<file path="config.mk">
export PLATFORM = sky130hd
export DESIGN_NAME = uart_tx_queue_flat
export DESIGN_NICKNAME = d
export VERILOG_FILES = /design/src/rtl/uart_q_pkg.sv /design/src/rtl/uart_tx_queue_if.sv /design/src/rtl/byte_fifo.sv /design/src/rtl/uart_tx_queue.sv /design/src/flat_wrapper.sv
export SDC_FILE = /design/constraint.sdc
export NUM_CORES = 1
export LEC_CHECK = 0
export CAP_MARGIN = 20
export CORE_ASPECT_RATIO = 0.9
export CORE_MARGIN = 2
export CORE_UTILIZATION = 55
export CTS_CLUSTER_SIZE = 24
export DETAILED_ROUTE_END_ITERATION = 7
export PLACE_DENSITY = 0.82
export SYNTH_ARGS = -nofsm -noshare
export SYNTH_HDL_FRONTEND = slang
export SYNTH_SLANG_ARGS = --single-unit
</file>
<file path="constraint.sdc">
create_clock -name clk -period 7.7 [get_ports clk]
set_clock_uncertainty 0.2 [all_clocks]
set_input_delay 0.77 -clock clk [delete_from_list [all_inputs] [get_ports clk]]
set_output_delay 0.77 -clock clk [all_outputs]
set_load 0.02 [all_outputs]
</file>
<file path="src/rtl/uart_q_pkg.sv">
// Shared types and constants for the UART transmit queue: FSM states, status layout, defaults.
package uart_q_pkg;

    localparam int DEPTH_DEF         = 4;
    localparam int START_TIMEOUT_DEF = 4;
    localparam int LEVEL_W           = 4;

    localparam int STATUS_OVF_BIT   = 7;
    localparam int STATUS_LEVEL_LSB = 1;
    localparam int STATUS_BUSY_BIT  = 0;

    typedef enum logic [1:0] {
        IDLE      = 2'd0,
        START     = 2'd1,
        WAIT_BUSY = 2'd2,
        WAIT_DONE = 2'd3
    } tx_state_t;

endpackage

</file>
<file path="src/rtl/uart_tx_queue_if.sv">
// CPU-store / transmitter bundle for uart_tx_queue; slave is the queue, master is the CPU+transmitter side.
interface uart_tx_queue_if;
    import uart_q_pkg::*;

    logic               wr_en;
    logic [7:0]         wr_data;
    logic               clr_ovf;
    logic               tx_busy;
    logic               tx_en;
    logic [7:0]         tx_data;
    logic               full;
    logic               empty;
    logic [LEVEL_W-1:0] level;
    logic               ovf;
    logic [7:0]         status;

    modport master (
        output wr_en, wr_data, clr_ovf, tx_busy,
        input  tx_en, tx_data, full, empty, level, ovf, status
    );

    modport slave (
        input  wr_en, wr_data, clr_ovf, tx_busy,
        output tx_en, tx_data, full, empty, level, ovf, status
    );

endinterface

</file>
<file path="src/rtl/byte_fifo.sv">
// Circular-buffer FIFO with registered level/full/empty; head visible combinationally, push/pop take effect on the edge.
// A push into a full FIFO is accepted only when a pop happens in the same cycle; otherwise it is ignored.
module byte_fifo #(
    parameter int DEPTH = 4,
    parameter int WIDTH = 8,
    parameter int LW    = 4
) (
    input  logic             clk,
    input  logic             rst_n,
    input  logic             push,
    input  logic [WIDTH-1:0] push_data,
    input  logic             pop,
    output logic [WIDTH-1:0] head,
    output logic             full,
    output logic             empty,
    output logic [LW-1:0]    level
);
    localparam int PW = $clog2(DEPTH);

    logic [WIDTH-1:0] mem [DEPTH];
    logic [PW-1:0]    wr_ptr;
    logic [PW-1:0]    rd_ptr;
    logic             do_push;
    logic             do_pop;
    logic [LW-1:0]    level_nxt;

    function automatic logic [PW-1:0] ptr_inc(input logic [PW-1:0] p);
        return (p == PW'(DEPTH - 1)) ? '0 : p + 1'b1;
    endfunction

    assign do_pop  = pop && !empty;
    assign do_push = push && (!full || do_pop);
    assign head    = mem[rd_ptr];

    always_comb begin
        level_nxt = level;
        case ({do_push, do_pop})
            2'b10:   level_nxt = level + 1'b1;
            2'b01:   level_nxt = level - 1'b1;
            default: level_nxt = level;
        endcase
    end

    always_ff @(posedge clk) begin
        if (!rst_n) begin
            wr_ptr <= '0;
            rd_ptr <= '0;
            level  <= '0;
            full   <= 1'b0;
            empty  <= 1'b1;
        end else begin
            if (do_push) wr_ptr <= ptr_inc(wr_ptr);
            if (do_pop)  rd_ptr <= ptr_inc(rd_ptr);
            level <= level_nxt;
            full  <= (level_nxt == LW'(DEPTH));
            empty <= (level_nxt == '0);
        end
    end

    always_ff @(posedge clk) begin
        if (rst_n && do_push) mem[wr_ptr] <= push_data;
    end

endmodule

</file>
<file path="src/rtl/uart_tx_queue.sv">
// Byte queue feeding a serial transmitter: write-to-tx_en is 2 cycles from idle; tx_en is a one-cycle pulse.
// Writes into a full queue are dropped (sticky ovf) unless a byte leaves in the same cycle.
module uart_tx_queue
    import uart_q_pkg::*;
#(
    parameter int DEPTH         = DEPTH_DEF,
    parameter int START_TIMEOUT = START_TIMEOUT_DEF
) (
    input  logic           clk,
    input  logic           rst_n,
    uart_tx_queue_if.slave bus
);
    localparam int CW = $clog2(START_TIMEOUT) + 1;

    tx_state_t     state;
    tx_state_t     state_nxt;
    logic [CW-1:0] wait_cnt;
    logic [7:0]    head;
    logic [7:0]    tx_data_q;
    logic          ovf_q;
    logic          pop;
    logic          drop;
    logic          busy_any;

    // START is only reachable with a non-empty FIFO, so the pop always succeeds.
    assign pop  = (state == START);
    assign drop = bus.wr_en && bus.full && !pop;

    byte_fifo #(
        .DEPTH (DEPTH),
        .WIDTH (8),
        .LW    (LEVEL_W)
    ) u_fifo (
        .clk       (clk),
        .rst_n     (rst_n),
        .push      (bus.wr_en),
        .push_data (bus.wr_data),
        .pop       (pop),
        .head      (head),
        .full      (bus.full),
        .empty     (bus.empty),
        .level     (bus.level)
    );

    always_comb begin
        state_nxt = state;
        case (state)
            IDLE:      if (!bus.empty && !bus.tx_busy) state_nxt = START;
            START:     state_nxt = WAIT_BUSY;
            WAIT_BUSY: begin
                if (bus.tx_busy)
                    state_nxt = WAIT_DONE;
                else if (wait_cnt == CW'(START_TIMEOUT - 1))
                    state_nxt = IDLE;
            end
            WAIT_DONE: if (!bus.tx_busy) state_nxt = IDLE;
            default:   state_nxt = IDLE;
        endcase
    end

    always_ff @(posedge clk) begin
        if (!rst_n) begin
            state     <= IDLE;
            wait_cnt  <= '0;
            tx_data_q <= 8'h00;
            ovf_q     <= 1'b0;
        end else begin
            state    <= state_nxt;
            wait_cnt <= (state == WAIT_BUSY) ? wait_cnt + 1'b1 : '0;
            // Latch the head as we enter START so tx_data is stable for the whole pulse and after.
            if (state == IDLE && state_nxt == START) tx_data_q <= head;
            if (drop)             ovf_q <= 1'b1;
            else if (bus.clr_ovf) ovf_q <= 1'b0;
        end
    end

    assign busy_any    = !bus.empty || (state != IDLE) || bus.tx_busy;
    assign bus.tx_en   = (state == START);
    assign bus.tx_data = tx_data_q;
    assign bus.ovf     = ovf_q;

    always_comb begin
        bus.status                                   = 8'h00;
        bus.status[STATUS_OVF_BIT]                   = ovf_q;
        bus.status[STATUS_LEVEL_LSB +: LEVEL_W]      = bus.level;
        bus.status[STATUS_BUSY_BIT]                  = busy_any;
    end

endmodule

</file>
<file path="src/flat_wrapper.sv">
// flat-port wrapper written by rule: the top's interface ports become plain ports
module uart_tx_queue_flat import uart_q_pkg::*;
#(
    parameter int DEPTH         = DEPTH_DEF,
    parameter int START_TIMEOUT = START_TIMEOUT_DEF
)
  (clk, rst_n, bus_wr_en, bus_wr_data, bus_clr_ovf, bus_tx_busy, bus_tx_en, bus_tx_data, bus_full, bus_empty, bus_level, bus_ovf, bus_status);
  uart_tx_queue_if bus_i ();
  input  logic clk;
  input  logic rst_n;
  input wire logic [$bits(bus_i.wr_en)-1:0] bus_wr_en;
  input wire logic [$bits(bus_i.wr_data)-1:0] bus_wr_data;
  input wire logic [$bits(bus_i.clr_ovf)-1:0] bus_clr_ovf;
  input wire logic [$bits(bus_i.tx_busy)-1:0] bus_tx_busy;
  output wire logic [$bits(bus_i.tx_en)-1:0] bus_tx_en;
  output wire logic [$bits(bus_i.tx_data)-1:0] bus_tx_data;
  output wire logic [$bits(bus_i.full)-1:0] bus_full;
  output wire logic [$bits(bus_i.empty)-1:0] bus_empty;
  output wire logic [$bits(bus_i.level)-1:0] bus_level;
  output wire logic [$bits(bus_i.ovf)-1:0] bus_ovf;
  output wire logic [$bits(bus_i.status)-1:0] bus_status;
  assign bus_i.wr_en = bus_wr_en;
  assign bus_i.wr_data = bus_wr_data;
  assign bus_i.clr_ovf = bus_clr_ovf;
  assign bus_i.tx_busy = bus_tx_busy;
  assign bus_tx_en = bus_i.tx_en;
  assign bus_tx_data = bus_i.tx_data;
  assign bus_full = bus_i.full;
  assign bus_empty = bus_i.empty;
  assign bus_level = bus_i.level;
  assign bus_ovf = bus_i.ovf;
  assign bus_status = bus_i.status;
  uart_tx_queue #(.DEPTH(DEPTH), .START_TIMEOUT(START_TIMEOUT)) u_core (.clk(clk), .rst_n(rst_n), .bus(bus_i));
endmodule
</file>
# Word level (Yosys, flattened, before mapping)
# Memory sizes are Yosys's and may differ from the RTL's. A register that Yosys moved wholly into a read port is not among the register bits.
# Index checks and enable logic that the tools add are counted.
[totals]
register_bits = 16
ramBits = 32
out_inout_bits = 24
mem_count = 1
[memory_table]
columns = ["name", "words", "width", "rd", "rd_clocked_by_memory_dff", "wr", "line_no", "source"]
rows = [
  ["u_core.u_fifo.mem", 4, 8, 1, 1, 1, "byte_fifo.sv:20", "logic [WIDTH-1:0] mem [DEPTH];"],
]
[op_classes]
n_addsub = 5
n_eq_ne = 10
muxes = 12
n_reduce_logical = 20
[op_table]
columns = ["op", "n"]
rows = [
  ["2-to-1 mux 2 bit", 6],
  ["equality test 2 bit, second input constant", 5],
  ["case mux 2 bit (4 select lines)", 1],
  ["case mux 4 bit (2 select lines)", 1],
  ["logical AND 1 bit", 7],
  ["equality test 2 x 1 -> 1 bit, second input constant", 3],
  ["zero test 1 bit", 5],
  ["adder 2 x 1 -> 2 bit, second input constant", 2],
  ["adder 4 x 1 -> 4 bit, second input constant", 1],
  ["equality test 4 x 3 -> 1 bit, second input constant", 1],
  ["zero test 4 bit", 1],
  ["2-to-1 mux 1 bit", 4],
  ["nonzero test 2 bit", 2],
  ["subtractor 4 x 1 -> 4 bit, second input constant", 1],
  ["adder 3 x 1 -> 3 bit, second input constant", 1],
  ["equality test 3 x 2 -> 1 bit, second input constant", 1],
  ["logical OR 1 bit", 3],
  ["zero test 2 bit", 1],
  ["AND reduction 2 bit", 1],
]

# Longest topological paths before layout
[depth]
word_depth = 7
ltp_mapped = 13
depth_no_buf = 12

# Hierarchy
# Synthesis repeated with hierarchy kept, for this count alone.
[hier_totals]
hier_cells = 183
area_unflattened_um2 = 2413.6
[by_module_without_submodules]
columns = ["module", "n_inst", "cells_per_inst", "area_per_inst_um2"]
rows = [
  ["byte_fifo", 1, 112, 1795.5],
  ["uart_tx_queue", 1, 71, 618.1],
]

# Least setup slack after synthesis
# OpenSTA, ideal clock, no wires.
[synth_path]
kind = "register -> register"
start = "reg u_core.state[1]"
end = "reg u_core.u_fifo.empty"
arrival_ns = 2.586
setup_slack_ns = 4.840
stages_incl_launch_ff = 14
n_path_buf = 1
period_less_slack_ns = 2.860
cell_sequence = "dfxtp_1 -> nand2b_4 -> or2_2 -> clkbuf_1 -> a21boi_2 -> inv_1 -> ha_1 -> xor2_1 -> ha_1 -> a21oi_1 -> mux2i_1 -> xor2_1 -> nand2b_1 -> o21ai_0"
[synth_between]
elab_chain_len = 7
[synth_lines]
columns = ["element", "line_no", "source"]
rows = [
  ["start: declaration", "uart_tx_queue.sv:15", "tx_state_t state;"],
  ["start signal: assignment", "uart_tx_queue.sv:68", "state <= state_nxt;"],
  ["equality test 2 x 1 -> 1 bit *", "uart_tx_queue.sv:26", "assign pop = (state == START);"],
  ["logical AND 1 bit *", "byte_fifo.sv:31", "assign do_pop = pop && !empty;"],
  ["logical OR 1 bit", "byte_fifo.sv:32", "assign do_push = push && (!full || do_pop);"],
  ["logical AND 1 bit", "byte_fifo.sv:32", ""],
  ["equality test 2 x 1 -> 1 bit / equality test 2 bit (equally long branches)", "byte_fifo.sv:37", "case ({do_push, do_pop})"],
  ["case mux 4 bit (2 select lines) *", "byte_fifo.sv:37", ""],
  ["zero test 4 bit *", "byte_fifo.sv:56", "empty <= (level_nxt == '0);"],
  ["end signal: assignment", "byte_fifo.sv:56", ""],
  ["end: declaration", "byte_fifo.sv:15", "output logic empty,"],
]
# Mark *: on every way between the ends. The rest lies on a longest branch, timed or not.
# A chain may end at the register's enable or synchronous reset.

# Worst setup path after layout
[layout_path]
start = "in bus_wr_en"
end = "reg u_core.u_fifo.empty"
[layout_between]
elab_chain_len = 4
[layout_lines]
columns = ["element", "line_no", "source"]
rows = [
  ["start: declaration", "flat_wrapper.sv:11", "input wire logic [$bits(bus_i.wr_en)-1:0] bus_wr_en;"],
  ["logical AND 1 bit *", "byte_fifo.sv:32", ""],
  ["equality test 2 x 1 -> 1 bit / equality test 2 bit (equally long branches)", "byte_fifo.sv:37", ""],
  ["case mux 4 bit (2 select lines) *", "byte_fifo.sv:37", ""],
  ["zero test 4 bit *", "byte_fifo.sv:56", ""],
]
# Marks and branches as above.

==> flow_metrics.env <==
export IMPL_ant_nets=0
export IMPL_fill_cells=282
export IMPL_synth_area_leaders="edfxtp_1 (41%), dfxtp_1 (21%), mux4_2 (7.7%), ha_1 (5.4%), mux2i_1 (5.2%)"
export IMPL_tightest_slew_ns=0.637
export IMPL_min_from="u_core.wait_cnt[0]"
export IMPL_finalWorstSetupSlack_ns=4.49
export IMPL_maxCapViolCount=0
export IMPL_dp_hpwl_um=2750
export IMPL_cp_required_ns=7.74
export IMPL_p_leak_uw=0.00101
export IMPL_vias=1362
export IMPL_reg2reg_from="u_core.state[1]"
export IMPL_die_w_um=72.6
export IMPL_cts_sinks=56
export IMPL_yosysWarnings=0
export IMPL_grt_use_total_pct=18.7
export IMPL_drv_slew=0
export IMPL_status="finished, final reports clean"
export IMPL_place_ws_ns=4.19
export IMPL_cts_hold_buf=0
export IMPL_routed_wl_um=3890
export IMPL_crit_path_start_kind="input port"
export IMPL_critical_path_top_delay_family="compound AO/OA/AOI/OAI gates"
export IMPL_max_slew_margin_rel_pct=57.5
export IMPL_tritoncts="yes"
export IMPL_hold_path_class="reg2reg"
export IMPL_overflow=0
export IMPL_cts_setup_buffers=0
export IMPL_final_cell_mix="clkdlybuf4s50_1 (34), edfxtp_1 (32), dfxtp_1 (24), nor2_1 (23), mux2i_1 (12)"
export IMPL_clk_latency_ns=0.31
export IMPL_ys_ff_latch=56
export IMPL_crit_chain="clkdlybuf4s50_1 -> a21boi_2 -> inv_1 -> ha_1 -> xor2_1 -> ha_1 -> a21oi_1 -> mux2i_1 -> xor2_1 -> nand2b_1 -> o21ai_0"
export IMPL_r2r_setup_slack_ns=4.56
export IMPL_dieArea_um2=4780
export IMPL_layout_commonest_cell="clkdlybuf4s50_1"
export IMPL_clock_fmax_mhz=311
export IMPL_synth_area_um2=2330
export IMPL_first_iter_violations=82
export IMPL_antenna_found_initial=0
export IMPL_grt_max_degree=20
export IMPL_coreArea_um2=4070
export IMPL_root_buffer="clkbuf_8"
export IMPL_cts_resized=0
export IMPL_synth_cell_type_count=33
export IMPL_arrival_ns=3.25
export IMPL_syn2layout_area_growth_pct=18.1
export IMPL_grt_pass1_vias=1387
export IMPL_yosysSeqAreaShare_pct=61.8
export IMPL_p_per_area_nw_per_um2=211
export IMPL_fin_tns_setup_ns=0
export IMPL_dr_pass1_iters=4
export IMPL_crit_type="in2reg"
export IMPL_io_buffer_count=34
export IMPL_cts_clk_slew_worst_paths_ns=0.10
export IMPL_grt_pass1_wl_um=6420
export IMPL_fp_row_count=22
export IMPL_post_route_period_util_pct=41.7
export IMPL_yosys_area_top_type="edfxtp_1"
export IMPL_avgSynthCellArea_um2=13.6
export IMPL_slowest_delay_ns=0.49
export IMPL_startpoint="bus_wr_en"
export IMPL_wl_per_cell_um=15.6
export IMPL_max_vdd_ir_drop_mv=0.153
export IMPL_drive_gt1_share_pct=10.9
export IMPL_path_max_fanout=7
export IMPL_finalHoldViolCount=0
export IMPL_die_y_um=65.8
export IMPL_h_tree_depth=2
export IMPL_fin_crit_ns=3.21
export IMPL_synth_top_area_share_pct=41.2
export IMPL_nets=224
export IMPL_gp_congestion=0.727
export IMPL_ios=37
export IMPL_cts_buffers=5
export IMPL_rsz0062_at_grt="false"
export IMPL_routed_via_density=5.45
export IMPL_syn_inst=172
export IMPL_critPathSlowestCell="clkdlybuf4s50_1"
export IMPL_drc=0
export IMPL_critPathCaptureType="register"
export IMPL_ctsLongestPathBuffers=2
export IMPL_setup_violations=0
export IMPL_multi_input_area_um2=779
export IMPL_path_buf_inv=2
export IMPL_start_util_pct=57.2
export IMPL_register_area_um2=1440
export IMPL_diodes=0
==> where the power goes <==
part	internal (uW)	switching (uW)
Combinational	39.1	40.3
Clock	64.7	95.5
Sequential	329	11.7
==> worst paths after layout <==
path	endpoint	cells past startpoint
setup / recovery	u_core.u_fifo.empty	11
hold / removal	u_core.wait_cnt[0]	1
setup reg to reg	u_core.u_fifo.empty	12
hold reg to reg	u_core.wait_cnt[0]	1
==> sequential cells by signal, summed over array words and instances (netlist names) <==
| name | flops |
|---|---|
| u_core.state | 2 |
| u_core.u_fifo.empty | 1 |
| u_core.wait_cnt | 3 |
| u_core.u_fifo.mem | 32 |
| u_core.bus.tx_data | 8 |
| u_core.u_fifo.rd_ptr | 2 |
| u_core.u_fifo.full | 1 |
| u_core.u_fifo.level | 4 |
| u_core.bus.ovf | 1 |
| u_core.u_fifo.wr_ptr | 2 |
==> area by class of cell <==
cell class              count  area share [%]
flip-flops and latches     56            52.4
multi-input cells          94            28.3
repair buffers             35            12.6
clock buffers               5            2.50
well taps                  48            2.18
inverters                   9            1.23
clock inverters             3           0.773
==> metrics by stage <==
stage	hold WS, ns	std cells	area, um^2	total power [uW]	util [%]
after floorplan	0.199	173	2330	395	-
after global placement	0.208	242	2660	422	65.4
after detailed placement	0.227	242	2660	427	65.4
after CTS	0.245	250	2750	586	67.6
after global routing	0.286	250	2750	607	67.6
final	0.236	250	2750	580	67.6
==> cell families after synthesis <==
| kind of cell | synth area share, % |
|---|---|
| compound gates | 3.06 |
| xor+xnor | 1.50 |
| fa+ha+maj | 5.37 |
| buf+inv | 5.15 |
| flops | 61.8 |
| mux | 12.9 |
| other cells | 0.161 |
| simple gates | 10.0 |
==> worst reg2reg max path, stage by stage (launching register included) <==
cell and delay [ns]:
dfxtp_1 0.38, nand2b_4 0.18, or2_2 0.33, a21boi_2 0.32, inv_1 0.11, ha_1 0.28, xor2_1 0.18, ha_1 0.19
a21oi_1 0.17, mux2i_1 0.24, xor2_1 0.25, nand2b_1 0.09, o21ai_0 0.15
==> synthesized netlist by cell type (all sizes together) <==
cell type / n
xor2: 4
o21ai: 3
dfxtp: 24
or4b: 1
nand3b: 2
nor3: 2
nand2b: 3
buf: 11
nand2: 4
nor2: 23
or3: 1
ha: 10
a21boi: 1
or2: 1
a21oi: 6
and2: 1
edfxtp: 32
conb: 1
a31oi: 1
mux2i: 12
and3: 4
clkinv: 1
inv: 8
mux4: 8
nor3b: 1
a32oi: 1
nor4: 2
nor2b: 1
clkbuf: 3
==> layer usage <==
| layer | global-route usage (%) | vias to the layer above | share of wire [%] |
|---|---|---|---|
| met3 | 6.13 | 7 | 5.5 |
| met5 | 0 | - | 0 |
| li1 | - | 660 | - |
| met1 | 21.9 | 655 | 42 |
| met4 | 7.64 | 0 | 1.4 |
| met2 | 31.6 | 40 | 51 |
(Power assumes the default switching activity.)
